==> src/rtl/pipe_ctrl_pkg.sv <==
// pipe_ctrl_pkg: shared types and constants for the pipeline hazard controller
//   state_t       : controller states RUN / LDSTALL / FLUSH
//   FWD_*         : operand-forwarding select encodings
//   ZERO_REG_DEF  : default hard-wired zero register specifier
package pipe_ctrl_pkg;
    typedef enum logic [1:0] {RUN = 2'd0, LDSTALL = 2'd1, FLUSH = 2'd2} state_t;
    localparam logic [1:0] FWD_RF = 2'b00;
    localparam logic [1:0] FWD_EX = 2'b01;
    localparam logic [1:0] FWD_WB = 2'b10;
    localparam int ZERO_REG_DEF = 31;
endpackage

==> src/rtl/pipeline_hazard_ctrl_fwd_select.sv <==
// fwd_select: forwarding select for one ALU operand
//   src/use_src          : decode source specifier and its read enable
//   ex_rd/ex_wen/ex_load : execute producer
//   wb_rd/wb_wen         : writeback producer
//   sel                  : FWD_RF / FWD_EX / FWD_WB
//   ex_hit               : execute match regardless of load (feeds load-use detection)
module fwd_select
    import pipe_ctrl_pkg::*;
#(
    parameter int REG_W    = 5,
    parameter int ZERO_REG = ZERO_REG_DEF
) (
    input  logic [REG_W-1:0] src,
    input  logic             use_src,
    input  logic [REG_W-1:0] ex_rd,
    input  logic             ex_wen,
    input  logic             ex_load,
    input  logic [REG_W-1:0] wb_rd,
    input  logic             wb_wen,
    output logic [1:0]       sel,
    output logic             ex_hit
);
    logic wb_hit;
    always_comb begin
        ex_hit = use_src && ex_wen && (src == ex_rd) && (ex_rd != REG_W'(ZERO_REG));
        wb_hit = use_src && wb_wen && (src == wb_rd) && (wb_rd != REG_W'(ZERO_REG));
        // a load in execute has no data yet, so it never forwards from execute
        sel = (ex_hit && !ex_load) ? FWD_EX : wb_hit ? FWD_WB : FWD_RF;
    end
endmodule

==> src/rtl/pipeline_hazard_ctrl.sv <==
// pipeline_hazard_ctrl: RAW hazard detection, forwarding, load-use stall and branch flush control
//   inputs : clk, Reset (sync, active-low), decode sources, execute/writeback destinations, br_taken
//   outputs: pc_hold, dec_hold, ex_bubble, flush, fwd_a, fwd_b, stall_cnt, flush_cnt, busy
module pipeline_hazard_ctrl
    import pipe_ctrl_pkg::*;
#(
    parameter int REG_W     = 5,
    parameter int ZERO_REG  = ZERO_REG_DEF,
    parameter int FLUSH_CYC = 2,
    parameter int CNT_W     = 16
) (
    input  logic             clk,
    input  logic             Reset,
    input  logic             dec_valid,
    input  logic [REG_W-1:0] dec_rs1,
    input  logic [REG_W-1:0] dec_rs2,
    input  logic             dec_use1,
    input  logic             dec_use2,
    input  logic [REG_W-1:0] ex_rd,
    input  logic             ex_wen,
    input  logic             ex_load,
    input  logic [REG_W-1:0] wb_rd,
    input  logic             wb_wen,
    input  logic             br_taken,
    output logic             pc_hold,
    output logic             dec_hold,
    output logic             ex_bubble,
    output logic             flush,
    output logic [1:0]       fwd_a,
    output logic [1:0]       fwd_b,
    output logic [CNT_W-1:0] stall_cnt,
    output logic [CNT_W-1:0] flush_cnt,
    output logic             busy
);
    localparam int DW = (FLUSH_CYC > 1) ? $clog2(FLUSH_CYC) : 1;
    state_t           state_q, state_d;
    logic [DW-1:0]    dcnt_q, dcnt_d;
    logic [CNT_W-1:0] stall_q, stall_d, flushc_q, flushc_d;
    logic [1:0]       sel_a, sel_b;
    logic             hit_a, hit_b, load_use;
    logic             pc_hold_c, dec_hold_c, ex_bubble_c, flush_c;

    fwd_select #(.REG_W(REG_W), .ZERO_REG(ZERO_REG)) u_fwd_a (
        .src(dec_rs1), .use_src(dec_use1), .ex_rd(ex_rd), .ex_wen(ex_wen), .ex_load(ex_load),
        .wb_rd(wb_rd), .wb_wen(wb_wen), .sel(sel_a), .ex_hit(hit_a)
    );
    fwd_select #(.REG_W(REG_W), .ZERO_REG(ZERO_REG)) u_fwd_b (
        .src(dec_rs2), .use_src(dec_use2), .ex_rd(ex_rd), .ex_wen(ex_wen), .ex_load(ex_load),
        .wb_rd(wb_rd), .wb_wen(wb_wen), .sel(sel_b), .ex_hit(hit_b)
    );

    assign load_use = dec_valid && ex_load && (hit_a || hit_b);

    always_comb begin
        state_d     = state_q;
        dcnt_d      = dcnt_q;
        stall_d     = stall_q;
        flushc_d    = flushc_q;
        pc_hold_c   = 1'b0;
        dec_hold_c  = 1'b0;
        ex_bubble_c = 1'b0;
        flush_c     = 1'b0;
        case (state_q)
            RUN, LDSTALL: begin
                if (br_taken) begin
                    // FLUSH_CYC=1 means the detection cycle is the whole flush
                    flush_c  = 1'b1;
                    state_d  = (FLUSH_CYC > 1) ? FLUSH : RUN;
                    dcnt_d   = DW'(FLUSH_CYC - 1);
                    flushc_d = (flushc_q == '1) ? flushc_q : flushc_q + 1'b1;
                end else if (state_q == RUN && load_use) begin
                    pc_hold_c   = 1'b1;
                    dec_hold_c  = 1'b1;
                    ex_bubble_c = 1'b1;
                    state_d     = LDSTALL;
                    stall_d     = (stall_q == '1) ? stall_q : stall_q + 1'b1;
                end else begin
                    state_d = RUN;
                end
            end
            FLUSH: begin
                // writeback holds a bubble here, so br_taken and hazards are ignored
                flush_c     = 1'b1;
                ex_bubble_c = 1'b1;
                dcnt_d      = dcnt_q - 1'b1;
                state_d     = (dcnt_d == '0) ? RUN : FLUSH;
            end
            default: state_d = RUN;
        endcase
    end

    always_ff @(posedge clk) begin
        if (!Reset) begin
            state_q  <= RUN;
            dcnt_q   <= '0;
            stall_q  <= '0;
            flushc_q <= '0;
        end else begin
            state_q  <= state_d;
            dcnt_q   <= dcnt_d;
            stall_q  <= stall_d;
            flushc_q <= flushc_d;
        end
    end

    assign pc_hold   = Reset && pc_hold_c;
    assign dec_hold  = Reset && dec_hold_c;
    assign ex_bubble = Reset && ex_bubble_c;
    assign flush     = Reset && flush_c;
    assign busy      = Reset && (state_q != RUN);
    assign fwd_a     = Reset ? sel_a : FWD_RF;
    assign fwd_b     = Reset ? sel_b : FWD_RF;
    assign stall_cnt = Reset ? stall_q : '0;
    assign flush_cnt = Reset ? flushc_q : '0;
endmodule

==> config.mk <==
export PLATFORM = sky130hd
export DESIGN_NAME = pipeline_hazard_ctrl
export DESIGN_NICKNAME = d
export VERILOG_FILES = /design/src/rtl/pipe_ctrl_pkg.sv /design/src/rtl/pipeline_hazard_ctrl_fwd_select.sv /design/src/rtl/pipeline_hazard_ctrl.sv
export SDC_FILE = /design/constraint.sdc
export NUM_CORES = 1
export LEC_CHECK = 0
export ABC_AREA = 0
export CAP_MARGIN = 20
export CORE_UTILIZATION = 50
export CTS_CLUSTER_DIAMETER = 40
export DETAILED_ROUTE_END_ITERATION = 12
export PLACE_DENSITY = 0.94
export SLEW_MARGIN = 0
export SYNTH_ARGS = -nofsm -noshare
export SYNTH_HDL_FRONTEND = slang
export SYNTH_SLANG_ARGS = --single-unit
==> constraint.sdc <==
create_clock -name clk -period 5 [get_ports clk]
set_clock_uncertainty 0.2 [all_clocks]
set_input_delay 1 -clock clk [delete_from_list [all_inputs] [get_ports clk]]
set_output_delay 1 -clock clk [all_outputs]
set_load 0.02 [all_outputs]
# --- Yosys cells after proc, flatten, opt, wreduce, memory -nomap -nowiden ---
# Index checks and enable logic that the tools add are counted.
word_totals:
  register_bits: 35
  inputBits: 29
  word_cells: 71
classes:
  add_sub_neg: 3
  n_eq_ne: 11
  muxes: 20
  bitwise_logic: 3
  n_reduce_logical: 30
op_table:
  columns: ["cell", "count"]
  rows:
  - ["16-bit by 1-bit adder with 16-bit output, second input constant", 2]
  - ["16-bit equality test, second input constant", 2]
  - ["16-bit 2-to-1 mux", 2]
  - ["1-bit logical AND", 21]
  - ["5-bit equality test", 4]
  - ["2-bit 2-to-1 mux", 8]
  - ["5-bit != test, second input constant", 2]
  - ["1-bit 2-to-1 mux", 6]
  - ["1-bit one-hot mux with 2 select lines", 3]
  - ["2-bit one-hot mux with 2 select lines", 1]
  - ["4-bit AND reduction", 1]
  - ["2-bit nonzero test", 2]
  - ["1-bit NOT", 3]
  - ["3-bit AND reduction", 1]
  - ["2-bit by 1-bit equality test with 1-bit output, second input constant", 1]
  - ["2-bit equality test, second input constant", 1]
  - ["2-bit logical NOT", 1]
  - ["2-bit != test, second input constant", 1]
  - ["2-bit AND reduction", 1]
  - ["2-bit OR reduction", 1]
  - ["1-bit logical NOT", 1]
  - ["1-bit logical OR", 1]
  - ["1-bit subtractor, second input constant", 1]

# --- Longest topological paths before layout ---
depth:
  ltp_word: 10
  ltp_mapped: 8
  ltp_nobuf: 7

# --- Hierarchy ---
# From an unflattened synthesis, not the netlist that was laid out.
hier_totals:
  cells_unflattened: 291
  hier_area_um2: 2451.1
by_module_without_submodules:
  columns: ["mod", "instances", "cells_each", "area_per_inst_um2", "seq_area_each_um2"]
  rows:
  - ["pipeline_hazard_ctrl", 1, 245, 2068.2, 700.7]
  - ["fwd_select", 2, 23, 191.4, 0.0]

# --- Least setup slack after synthesis ---
# No wires, ideal clock.
synth_timing:
  path_kind: "input port to output port"
  startpoint: "in ex_rd[3]"
  endpoint: "out pc_hold"
  t_arrival_ns: 2.373
  required_ns: 3.800
  slack_ns: 1.427
  cell_stages: 6
  path_buffers: 1
  path_cell_list: "xor2_1 nor4_2 and3_4 o21ai_0 nor2_1 buf_4"
synth_via:
  elab_chain_cells: 10
  elab_cells_between_ends: 14
synth_rtl:
  columns: ["element", "line", "rtl"]
  rows:
  - ["start: declaration", "pipeline_hazard_ctrl.sv:19", "input logic [REG_W-1:0] ex_rd,"]
  - ["5-bit equality test", "pipeline_hazard_ctrl_fwd_select.sv:25", "ex_hit = use_src && ex_wen && (src == ex_rd) && (ex_rd != REG_W'(ZERO_REG));"]
  - ["1-bit logical AND (2 in series)", "pipeline_hazard_ctrl_fwd_select.sv:25", null]
  - ["1-bit logical OR *", "pipeline_hazard_ctrl.sv:52", "assign load_use = dec_valid && ex_load && (hit_a || hit_b);"]
  - ["1-bit logical AND *", "pipeline_hazard_ctrl.sv:52", null]
  - ["1-bit logical AND *", "pipeline_hazard_ctrl.sv:71", "end else if (state_q == RUN && load_use) begin"]
  - ["1-bit 2-to-1 mux * (3 in series)", null, null]
  - ["1-bit logical AND *", null, null]
  - ["end: declaration", "pipeline_hazard_ctrl.sv:25", "output logic pc_hold,"]
# Mark *: on every way between the ends. The rest lies on a longest branch, timed or not.

# --- Worst setup path in the final report ---
layout_timing:
  startpoint: "in ex_rd[3]"
  endpoint: "out ex_bubble"
layout_via:
  elab_chain_cells: 10
  elab_cells_between_ends: 14
layout_rtl:
  columns: ["element", "line", "rtl"]
  rows:
  - ["5-bit equality test", "pipeline_hazard_ctrl_fwd_select.sv:25", null]
  - ["1-bit logical AND (2 in series)", "pipeline_hazard_ctrl_fwd_select.sv:25", null]
  - ["1-bit logical OR *", "pipeline_hazard_ctrl.sv:52", null]
  - ["1-bit logical AND *", "pipeline_hazard_ctrl.sv:52", null]
  - ["1-bit logical AND *", "pipeline_hazard_ctrl.sv:71", null]
  - ["1-bit 2-to-1 mux *", "pipeline_hazard_ctrl.sv:71", null]
  - ["1-bit 2-to-1 mux *", "pipeline_hazard_ctrl.sv:65", "if (br_taken) begin"]
  - ["1-bit one-hot mux with 2 select lines *", "pipeline_hazard_ctrl.sv:63", "case (state_q)"]
  - ["1-bit logical AND *", "pipeline_hazard_ctrl.sv:108", "assign ex_bubble = Reset && ex_bubble_c;"]
  - ["end: declaration", "pipeline_hazard_ctrl.sv:27", "output logic ex_bubble,"]
# Marks and branches as above.

==> results.json <==
{
  "outcome": "complete, no violations",
  "grt_setup_unrepaired": "false",
  "ys_warn_count": 0,
  "crit_type": "in -> out",
  "avgSynthCellArea_um2": 7.95,
  "hold_buffers": 0,
  "drtIter0Drc": 194,
  "pwr-share-seq_pct": 49.6,
  "crit_top_cell": "clkdlybuf4s50_1",
  "fmax_mhz": 228,
  "dieHeight_um": 67.8,
  "cp.depth": 7,
  "report.final.setup_viol": 0,
  "cp.buffers_inverters": 2,
  "drc": 0,
  "crit_family": "buffers and inverters",
  "cts_root_buf": "clkbuf_8",
  "die-area_mm2": 0.00459,
  "drt-vias-per-instance": 5.64,
  "drtAntennaViolNets": 0,
  "ctsResizeCount": 0,
  "r2r_cells": 6,
  "syn-num-nets": 303,
  "routabilityCongestion": 0.882,
  "clock_power_share_pct": 36.0,
  "power.share.combinational_pct": 14.3,
  "num_rows": 23,
  "placed_cell_area_mm2": 0.00290,
  "hold_violations": 0,
  "cts_setup_buffers": 0,
  "holdWs_ns": 0.277,
  "fin_area_mm2": 0.00299,
  "core_area_mm2": 0.00409,
  "worstPathMaxFanout": 5,
  "ys_ff_latch": 35,
  "grt_max_degree": 31,
  "finalCriticalPeriod_ns": 4.38,
  "cap_violations": 0,
  "first_pass_iters": 4,
  "synth_area_mm2": 0.00216,
  "ys_async_sr_fraction_pct": 0,
  "clock_sinks": 35,
  "met2_length_um": 2730,
  "io_buffers": 69,
  "grt_usage_pct": 25.8,
  "hold_class": "reg -> reg",
  "grt_pass1_vias": 2008,
  "layout_commonest_cell": "clkdlybuf4s50_1",
  "synthFlopType": "dfxtp_1",
  "cp_slowest_cell": "clkdlybuf4s50_1",
  "wl_um": 5450,
  "cts_tree": "built",
  "crit_path_cell_trace": "clkdlybuf4s50_1, xor2_1, nor4_1, and3_2, o21ai_0, a21oi_1, clkdlybuf4s50_1",
  "initial_core_util_pct": 52.9,
  "area_growth_pct": 38.4,
  "seq_area_frac_synth_pct": 32.4,
  "critPathRequiredTime_ns": 3.80,
  "p_int_mw": 0.422,
  "hpwl_um": 4090,
  "synth_top_family_by_area": "simple AND/OR/NAND/NOR gates",
  "cp-end-kind": "output port",
  "n_fill_cell": 317,
  "ios": 70,
  "p_leak_nw": 1.08,
  "slew_headroom_pct": 61.8,
  "clkSlewWorstSetupHoldPaths_ns": 0.07,
  "wl_met3_um": 399,
  "grt_overflow": 0,
  "cpPeakStageDelay_ns": 0.61,
  "synth-simple-area-share_pct": 38.7,
  "cp.arrival_ns": 3.18,
  "maxUsedRoutingLayer": "met4",
  "drt-met1-wl_um": 2170,
  "final_cell_mix": "69 x clkdlybuf4s50_1, 36 x and2_1, 35 x dfxtp_1, 24 x nor2_1, 21 x xor2_1",
  "antenna_found_initial": 0,
  "p_per_area_mw_per_mm2": 193,
  "p_switching_mw": 0.155,
  "finalSetupTns_ns": 0,
  "cts_buffer_depth": 2,
  "synth-adder-area-share_pct": 1.16,
  "drv_slew": 0,
  "nNetsFinal": 374,
  "num_antenna_cells": 0,
  "synthXorXnorAreaFrac_pct": 13.8,
  "regArea_um2": 701,
  "finalPower_mw": 0.578,
  "grt_pass1_wl_um": 8710,
  "tightestPinTransition_ns": 0.570,
  "synthDistinctLibCells": 38,
  "min_path_cells": 1,
  "htreeDepth": 2,
  "synth_compound_area_share_pct": 10.8,
  "synth_edf_count": 0,
  "clock_latency_ns": 0.30,
  "period_share_pct": 87.6,
  "swShare_pct": 26.9,
  "drive_gt1_share_pct": 5.81,
  "num_vias": 2224,
  "cts_made_buffers": 5,
  "crit_path_start_kind": "primary input",
  "synth_mux_area_share_pct": 0.521,
  "netlist_instances": 272,
  "multi_input_area_mm2": 0.00140,
  "wl_per_cell_um": 13.8,
  "dieWidth_um": 67.8,
  "ir_worst_vdd_mv": 0.105
}
-- metrics by stage --
stage	setup WS, ns	utilization (%)	cells
2_1_floorplan	1.43	-	272
3_5_place_dp	0.614	71.0	386
5_1_grt	0.420	73.2	394
3_3_place_gp	0.607	71.0	386
4_1_cts	0.606	73.2	394
6_report	0.622	73.2	394
-- power groups by stage --
stage                     Sequential (mW)  Clock [mW]  Combinational (mW)
after CTS                           0.287       0.209              0.0833
after global routing                0.287       0.221              0.0899
final                               0.287       0.208              0.0829
after global placement              0.293           0              0.0803
after floorplan                     0.292           0              0.0390
after detailed placement            0.293           0              0.0832
-- layer usage --
metal	up-vias	track usage, %
li1	1096	-
met1	1002	28.0
met2	109	45.2
met3	17	8.28
met4	0	11.4
met5	-	0
-- Yosys cell counts, types with 3 or more instances --
library cell  number  area (µm²)
a21oi_1           18        90.1
and2_1            36         225
and3_1             7        43.8
and4_1             5        43.8
buf_1              3        11.3
clkbuf_1           4        15.0
dfxtp_1           35         701
nand2_1           19        71.3
nand3_1           14        70.1
nand4_1           11        68.8
nor2_1            24        90.1
nor3_1             6        30.0
nor4_1             3        18.8
o21ai_0           15        75.1
or3_1              9        56.3
or4_1              4        30.0
xnor2_1           13         114
xor2_1            21         184
-- cell families after synthesis --
| family | after synthesis |
|---|---|
| and+or+nand+nor | 148 |
| muxes | 1 |
| adders and majority gates | 2 |
| AOI/OAI and AO/OA | 40 |
| xor gates and xnor gates | 34 |
| buffers and inverters | 12 |
| DFF | 35 |
-- path summary, 6_finish.rpt --
kind,slack (ns),to,from
setup / recovery,0.62,ex_bubble,ex_rd[3]
hold / removal,0.28,state_q[1]$_SDFF_PN0_,dcnt_q$_SDFFE_PN0P_
setup reg to reg,2.77,stall_q[7]$_SDFFE_PN0P_,stall_q[0]$_SDFFE_PN0P_
hold reg to reg,0.28,state_q[1]$_SDFF_PN0_,dcnt_q$_SDFFE_PN0P_
-- flip-flops by register name, indices dropped and copies added (netlist names) --
register / count
dcnt_q: 1
state_q: 2
flushc_q: 16
stall_q: 16
-- final cells by class --
type | instances | share of cell area (%)
Clock inverter | 3 | 0.669
Clock buffer | 5 | 2.30
Timing Repair Buffer | 74 | 24.3
Tap cell | 50 | 2.09
Multi-Input combinational cell | 225 | 46.9
Sequential cell | 35 | 23.4
Inverter | 2 | 0.251
Power figures use the tool's default switching activity.
